--- src/rtl/seven_seg_monitor.sv ---
// Passive readback monitor for the multiplexed seven-segment bus: re-derives the
// BCD digit in each position, publishes whole frames atomically and flags errors.
module seven_seg_monitor #(
   parameter int STABLE_CYCLES = 4
) (
   input  logic       clk,
   input  logic       rst_n,
   input  logic [3:0] AN,
   input  logic       CA,
   input  logic       CB,
   input  logic       CC,
   input  logic       CD,
   input  logic       CE,
   input  logic       CF,
   input  logic       CG,
   input  logic       CLR_ERR,
   output logic [3:0] D0,
   output logic [3:0] D1,
   output logic [3:0] D2,
   output logic [3:0] D3,
   output logic       FRAME_DONE,
   output logic       ERR,
   output logic [7:0] ERR_CNT
);

   localparam logic [7:0] STABLE_CNT = 8'(STABLE_CYCLES);

   function automatic logic is_slot(input logic [3:0] an);
      return (an == 4'b1110) || (an == 4'b1101) || (an == 4'b1011) || (an == 4'b0111);
   endfunction

   function automatic logic [3:0] decode(input logic [6:0] seg);
      logic [3:0] code;
      case (seg)
         7'h01:   code = 4'd0;
         7'h4F:   code = 4'd1;
         7'h12:   code = 4'd2;
         7'h06:   code = 4'd3;
         7'h4C:   code = 4'd4;
         7'h24:   code = 4'd5;
         7'h20:   code = 4'd6;
         7'h0F:   code = 4'd7;
         7'h00:   code = 4'd8;
         7'h0C:   code = 4'd9;
         7'h7F:   code = 4'hF;
         default: code = 4'hE;
      endcase
      return code;
   endfunction

   logic [6:0] seg_in;
   logic [3:0] an_q;
   logic [6:0] seg_q;
   logic [7:0] cnt_q;
   logic [7:0] cnt_d;
   logic       captured_q;
   logic       captured_d;
   logic       conflict_prev_q;
   logic [3:0] seen_q;
   logic [3:0] seen_d;
   logic [3:0] shadow [4];

   logic       valid_in;
   logic       valid_q;
   logic       conflict_q;
   logic       reload;
   logic       capture;
   logic       commit;
   logic       err_event;
   logic [1:0] slot;
   logic [3:0] code;

   assign seg_in = {CA, CB, CC, CD, CE, CF, CG};

   // The counter tracks how long the value now entering the input register has
   // been held, so it reaches N on the same edge the pattern's Nth sample lands.
   always_comb begin
      valid_in   = is_slot(AN);
      valid_q    = is_slot(an_q);
      conflict_q = !valid_q && (an_q != 4'hF);
      reload     = !valid_in || (AN != an_q) || (seg_in != seg_q) || (cnt_q == 8'd0);
      cnt_d      = 8'd0;
      if (valid_in) begin
         if (reload)
            cnt_d = 8'd1;
         else if (cnt_q == 8'hFF)
            cnt_d = 8'hFF;
         else
            cnt_d = cnt_q + 8'd1;
      end

      slot = 2'd0;
      case (an_q)
         4'b1101: slot = 2'd1;
         4'b1011: slot = 2'd2;
         4'b0111: slot = 2'd3;
         default: slot = 2'd0;
      endcase
      code      = decode(seg_q);
      capture   = valid_q && (cnt_q == STABLE_CNT) && !captured_q;
      commit    = (seen_q == 4'hF);
      err_event = (capture && (code == 4'hE)) || (conflict_q && !conflict_prev_q);

      captured_d = captured_q;
      if (reload)
         captured_d = 1'b0;
      else if (capture)
         captured_d = 1'b1;

      // A capture on the commit edge already belongs to the next frame.
      seen_d = commit ? 4'h0 : seen_q;
      if (capture)
         seen_d[slot] = 1'b1;
   end

   always_ff @(posedge clk or negedge rst_n) begin
      if (!rst_n) begin
         an_q            <= 4'hF;
         seg_q           <= 7'h7F;
         cnt_q           <= 8'd0;
         captured_q      <= 1'b0;
         conflict_prev_q <= 1'b0;
         seen_q          <= 4'h0;
         for (int i = 0; i < 4; i++)
            shadow[i] <= 4'hF;
      end else begin
         an_q            <= AN;
         seg_q           <= seg_in;
         cnt_q           <= cnt_d;
         captured_q      <= captured_d;
         conflict_prev_q <= conflict_q;
         seen_q          <= seen_d;
         if (capture)
            shadow[slot] <= code;
      end
   end

   always_ff @(posedge clk or negedge rst_n) begin
      if (!rst_n) begin
         D0         <= 4'hF;
         D1         <= 4'hF;
         D2         <= 4'hF;
         D3         <= 4'hF;
         FRAME_DONE <= 1'b0;
      end else begin
         FRAME_DONE <= commit;
         if (commit) begin
            D0 <= shadow[0];
            D1 <= shadow[1];
            D2 <= shadow[2];
            D3 <= shadow[3];
         end
      end
   end

   // A clear coinciding with a new error leaves exactly that one error recorded.
   always_ff @(posedge clk or negedge rst_n) begin
      if (!rst_n) begin
         ERR     <= 1'b0;
         ERR_CNT <= 8'd0;
      end else if (CLR_ERR) begin
         ERR     <= err_event;
         ERR_CNT <= err_event ? 8'd1 : 8'd0;
      end else if (err_event) begin
         ERR <= 1'b1;
         if (ERR_CNT != 8'hFF)
            ERR_CNT <= ERR_CNT + 8'd1;
      end
   end

endmodule

--- config.mk ---
export PLATFORM = sky130hd
export DESIGN_NAME = seven_seg_monitor
export DESIGN_NICKNAME = d
export VERILOG_FILES = /design/src/rtl/seven_seg_monitor.sv
export SDC_FILE = /design/constraint.sdc
export NUM_CORES = 1
export LEC_CHECK = 0
export CORE_AREA = 10 10 89 91
export CTS_CLUSTER_SIZE = 25
export DETAILED_ROUTE_END_ITERATION = 7
export DIE_AREA = 0 0 99 101
export GPL_TIMING_DRIVEN = 1
export PLACE_DENSITY = 0.81
export SLEW_MARGIN = 10
export SYNTH_ARGS = -nofsm -noshare
export SYNTH_HDL_FRONTEND = slang
export SYNTH_SLANG_ARGS = --single-unit
--- constraint.sdc ---
create_clock -name clk -period 3.15 [get_ports clk]
set_input_delay 0.315 -clock clk [delete_from_list [all_inputs] [get_ports clk]]
set_output_delay 0.315 -clock clk [all_outputs]
set_load 0.02 [all_outputs]
* Word-level counts from Yosys, hierarchy flattened
Cells that the tools add are included.
** Storage, ports and cells
- Bits in registers :: 67
- Input port bits :: 14
- Output and inout port bits :: 26
- Logic and storage cells :: 98
** Cells by class
- Add/sub/neg operators :: 2
- $lt $le $gt $ge :: 4
- Equal/unequal tests :: 26
- Muxes and demuxes :: 20
- Bitwise gates (word level) :: 2
- Reductions and logical operators :: 27
** Operator list (count)
- $mux 8 :: 6
- $pmux 4 s11 :: 1
- $eq 4x4->1 const B :: 8
- $eq 7x7->1 const B :: 3
- $add 8x1->8 const B :: 2
- $bwmux 16 :: 1
- $eq 7x4->1 const B :: 2
- $eq 7x6->1 const B :: 2
- $mux 4 :: 3
- $logic_or 1x1->1 :: 10
- $demux 4 s2 :: 1
- $eq 4x3->1 const B :: 2
- $eq 8x3->1 const B :: 1
- $eq 8x8->1 const B :: 1
- $logic_not 8->1 :: 1
- $ne 8x8->1 const B :: 1
- $eq 7x1->1 const B :: 1
- $eq 7x3->1 const B :: 1
- $eq 7x5->1 const B :: 1
- $logic_and 1x1->1 :: 7
- $logic_not 7->1 :: 1
- $ne 7x7->1 :: 1
- $mux 1 :: 6
- $pmux 2 s3 :: 1
- other kinds (12) :: 17

* Longest topological paths before layout
- Word-level depth :: 10
- Gate-level depth with buffers :: 8

* Worst setup path after synthesis
Ideal clock, no wire load.
- Kind :: register to register
- From :: register an_q[1]
- To :: register shadow[4] in the netlist's numbering
- Library setup time :: 82 ps
- Arrival :: 2106 ps
- Path slack :: 962 ps
- Cell stages (with the launch flop) :: 7
- Path buffers :: 1
- Clock period less this slack :: 2188 ps
- Cells stage by stage :: dfstp_2 -> clkbuf_1 -> nand2_1 -> o211a_1 -> nor3_2 -> and4bb_2 -> mux2_2
** On the way
- Word-level cells in the longest chain between the ends :: 8
- Elaborated cells on any way between the ends :: 17
** RTL lines
- start, declared :: line 52 : logic [3:0] an_q;
- start signal, assigned :: line 118 : an_q <= 4'hF;
- start signal, assigned :: line 127 : an_q <= AN;
- $eq 4x3->1 or $eq 4x4->1 (tied branches) :: line 29, 93
- $pmux 2 s3 :: line 93 : case (an_q)
- $not 2->3 (implied by the code) :: line 134 : shadow[slot] <= code;
- $ge 3x3->1 (implied by the code) or $lt 3x1->1 (tied branches) :: line 134
- $logic_and 1x1->1 (implied by the code) :: line 134
- $mux 4 (implied by the code) :: line 134
- $demux 4 s2 :: line 134
- $bwmux 16 :: line 134
- end signal, assigned by index :: line 134
- end, declared :: line 61 : logic [3:0] shadow [4];
Several ways; a longest one is shown, not always the timed one.
A chain may end at the register's enable or synchronous reset.

* Worst setup path after layout
- From :: register seg_q[5]
- To :: register ERR_CNT[4]
** On the way
- Word-level cells in the longest chain between the ends :: 7
- Elaborated cells on any way between the ends :: 17
** RTL lines
- start, declared :: line 53 : logic [6:0] seg_q;
- start signal, assigned :: line 128 : seg_q <= seg_in;
- $eq 7x7->1 (tied with other cells) :: line 34 : case (seg)
- $pmux 4 s11 * :: line 34
- $eq 4x4->1 * :: line 102 : err_event = (capture && (code == 4'hE)) || (conflict_q && !conflict_prev_q);
- $logic_and 1x1->1 * :: line 102
- $logic_or 1x1->1 * :: line 102
- $reduce_bool 2->1 (no line) *
- $reduce_and 2->1 (no line) *
- end signal, assigned :: line 163 : ERR_CNT <= err_event ? 8'd1 : 8'd0;
- end signal, assigned :: line 167 : ERR_CNT <= ERR_CNT + 8'd1;
- end, declared :: line 23 : output logic [7:0] ERR_CNT
Every way passes the cells marked *; elsewhere a longest branch is shown, timed or not.

==> results.toml <==
[run_status]
status = "complete, but fails checks"
violations = "hold timing"

[clocking]
clock-sinks = 67
post_cts_buffers = 0
clk_latency_ps = 350
cts_buffers = 9
h-tree-depth = 3
cts_resized = 0
ctsHoldBuffers = 0
path_clk_slew_ps = 70
clock_path_buffers = 2
cts_tree = "done"
clockRootBuffer = "clkbuf_8"

[global_routing]
busiest_layer = "met2"
grt_pass1_vias = 2578
grt-ovfl-total = 0
grt_util_met3_pct = 4.12
use_met1_pct = 17.7
use_met2_pct = 23.4
grt_max_degree = 32
antenna_found_initial = 0
grt_pass1_wl_um = 12100
track_usage_pct = 14.7

[detailed_routing]
avgRoutedWirePerCell_um = 15.8
drt-vias-per-instance = 5.72
wl_um = 7110
antenna_left = 0
drc_errors = 0
vias = 2576
drt_pre_antenna_iters = 4
drt_iter0_drc = 131

[synthesis]
synth_cell_types = 55
synth_ff_type = "dfstp_2"
async_flop_share_pct = 100
seq_area_frac_synth_pct = 51.3
synth_top_area_share_pct = 33.5
avgSynthCellArea_um2 = 10.3
synthTopCellsByArea = "dfstp_2 (33%), dfrtp_1 (18%), nand2_1 (6.7%), mux2_2 (5.3%), nand3_1 (3.1%)"
synth_edf_count = 0
synth_top_cell_by_area = "dfstp_2"
netlist_instances = 328
syn-num-nets = 345
ys_ff_latch = 67
yosysWarnings = 0
synth_area_um2 = 3380

[sta]
skew_ps = 7.85
min_period_ps = 2600
finalCritPeriodShare_pct = 82.5
rsz0062_at_grt = "no"
setup-violations-final = 0
tightest_slew_ps = 1090
fmax_ghz = 0.385
hold_viol = 9
timing.hold.ws_ps = -3.81
slew_headroom_pct = 27.4
tns_ps = 0
finalMaxSlewViolations = 0

[final_layout]
final-seq-area_um2 = 1730
drive_above_1_share_pct = 24.7
syn_to_final_growth_pct = 19.3
fillers = 490
diodes = 0
nNetsFinal = 385
multi_input_area_um2 = 1510
utilization_pct = 64.9

[power]
clockPowerShare_pct = 42.6
pwr_density_cell_nw_per_um2 = 455
irDropWorstVdd_uv = 295
p_sw_w = 0.000442
seq_power_share_pct = 49.6
cellLeakagePower_nw = 1.67
intPower_w = 0.00139
combPwrFrac_pct = 7.7
finalPower_w = 0.00183
sw_frac_of_total_pct = 24.1

[worst_setup_path]
slowest_delay_ps = 960
worstSetupStartpoint = "seg_q[5]$_DFF_PN1_"
cpMaxStageDelayCell = "a222oi_1"
r2r-end = "ERR_CNT[4]$_DFFE_PN0P_"
cp.required_ps = 3410
worstRegToRegCells = 5
reg2reg_setup_slack_ps = 550
crit_path_max_fanout = 10
regToRegStartpoint = "seg_q[5]$_DFF_PN1_"
path_cells = "xnor2_1 > a32o_1 > a222oi_1 > a21oi_2 > o211ai_1"
cp-end-kind = "register"
arrival_ps = 2850
worst-setup-path-type = "reg -> reg"
crit_end = "ERR_CNT[4]$_DFFE_PN0P_"
critPathLaunchType = "register"

[floorplan]
dieHeight_um = 101
io_pins = 40
die_w_um = 99
num_rows = 29
coreArea_um2 = 6200
dieArea_um2 = 10000
initial_utilization_pct = 54.4

[placement]
dp_hpwl_um = 5110
port_buffers = 39
gp_congestion = 0.883

[worst_hold_path]
holdCritPathClass = "in -> async"

[flow_run]
drv_cap = 0
final cells by class:
cell class	count	area share, %
clock buffers	10	3.17
clock inverters	6	2.24
inverters	13	1.21
multi-input cells	233	37.5
flip-flops and latches	67	43.0
well taps	77	2.39
repair buffers	44	10.5
power groups by stage:
stage	combinational (W)	sequential [W]	clock, W
6_report	0.000142	0.000910	0.000782
3_5_place_dp	0.000143	0.000923	0
5_1_grt	0.000157	0.000914	0.000835
2_1_floorplan	0.0000835	0.000915	0
4_1_cts	0.000144	0.000910	0.000795
3_3_place_gp	0.000138	0.000922	0
flip-flops by register name (all words and copies together) (netlist names):
register / cells
ERR: 1
captured_q: 1
ERR_CNT: 8
D2: 4
seen_q: 4
conflict_prev_q: 1
seg_q: 7
cnt_q: 8
D3: 4
FRAME_DONE: 1
D0: 4
D1: 4
an_q: 4
shadow: 16
worst max-delay path: cells and delay by family (launching register included):
family	cells	cell delay [ps]
xor gates and xnor gates	1	100
AOI/OAI and AO/OA	4	1780
DFF	1	640
per-stage QoR:
| step | cells | setup WS (ps) | area, um^2 |
|---|---|---|---|
| global route | 450 | 446 | 4030 |
| finish | 450 | 552 | 4030 |
| floorplan | 328 | 962 | 3380 |
| global placement | 434 | 717 | 3810 |
| detailed placement | 434 | 633 | 3810 |
| CTS | 450 | 568 | 4030 |
worst min path at each step:
stage | startpoint | to | slack [ps]
after floorplan | rst_n | ERR$_DFFE_PN0P_ | 20
after global placement | rst_n | ERR_CNT[7]$_DFFE_PN0P_ | 370
after detailed placement | rst_n | ERR_CNT[4]$_DFFE_PN0P_ | 380
after CTS | rst_n | ERR_CNT[4]$_DFFE_PN0P_ | 8
after global routing | rst_n | FRAME_DONE$_DFF_PN0_ | 30
final | rst_n | ERR_CNT[7]$_DFFE_PN0P_ | -4
Yosys cell counts, types with 2 or more instances:
library cell	instances
a2111o_1	4
a211oi_1	2
a21o_1	3
a21oi_1	10
a31oi_1	2
a32o_1	2
a32oi_1	3
and3_1	7
and4bb_2	2
buf_2	4
buf_6	3
clkbuf_1	7
clkinv_1	2
dfrtp_1	24
dfstp_2	43
ha_1	3
inv_1	11
mux2_2	16
nand2_1	60
nand3_1	21
nand4b_1	3
nor2_1	13
nor2b_1	2
nor3_1	6
nor3b_1	6
nor4_1	4
o211ai_1	9
o21ai_0	8
or3_1	2
or4_1	2
xnor2_1	10
xor2_1	11
placed cells by master, fill, tap and decap left out, types with 2 or more instances in the layout:
cell type	count
a2111o_1	4
a211oi_1	2
a21o_1	3
a21oi_1	10
a31oi_1	2
a32o_1	2
a32oi_1	3
and3_1	7
and4bb_2	2
buf_4	5
bufinv_16	2
clkbuf_8	9
clkdlybuf4s50_1	38
clkinv_1	2
clkinv_4	2
dfrtp_1	24
dfstp_2	43
ha_1	3
inv_1	11
mux2_2	16
nand2_1	60
nand3_1	21
nand4b_1	3
nor2_1	13
nor2b_1	2
nor3_1	6
nor3b_1	6
nor4_1	4
o211ai_1	9
o21ai_0	8
or3_1	2
or4_1	2
xnor2_1	10
xor2_1	11
kinds of logic after synthesis:
family / Yosys count / share of synthesized area [%]
AOI/OAI and AO/OA: 53 / 11.7
muxes: 17 / 5.63
xor gates and xnor gates: 21 / 5.45
buffers and inverters: 28 / 3.93
and+or+nand+nor: 138 / 20.6
DFF: 67 / 51.3
adders and majority gates: 4 / 1.41
metal layers:
layer  wire [um]  share of wire (%)
met1        3210                 45
met2        3440                 48
met3         357                5.0
met4          99                1.4
met5           0                  0
Note: power is estimated with default switching activity, not from simulation.
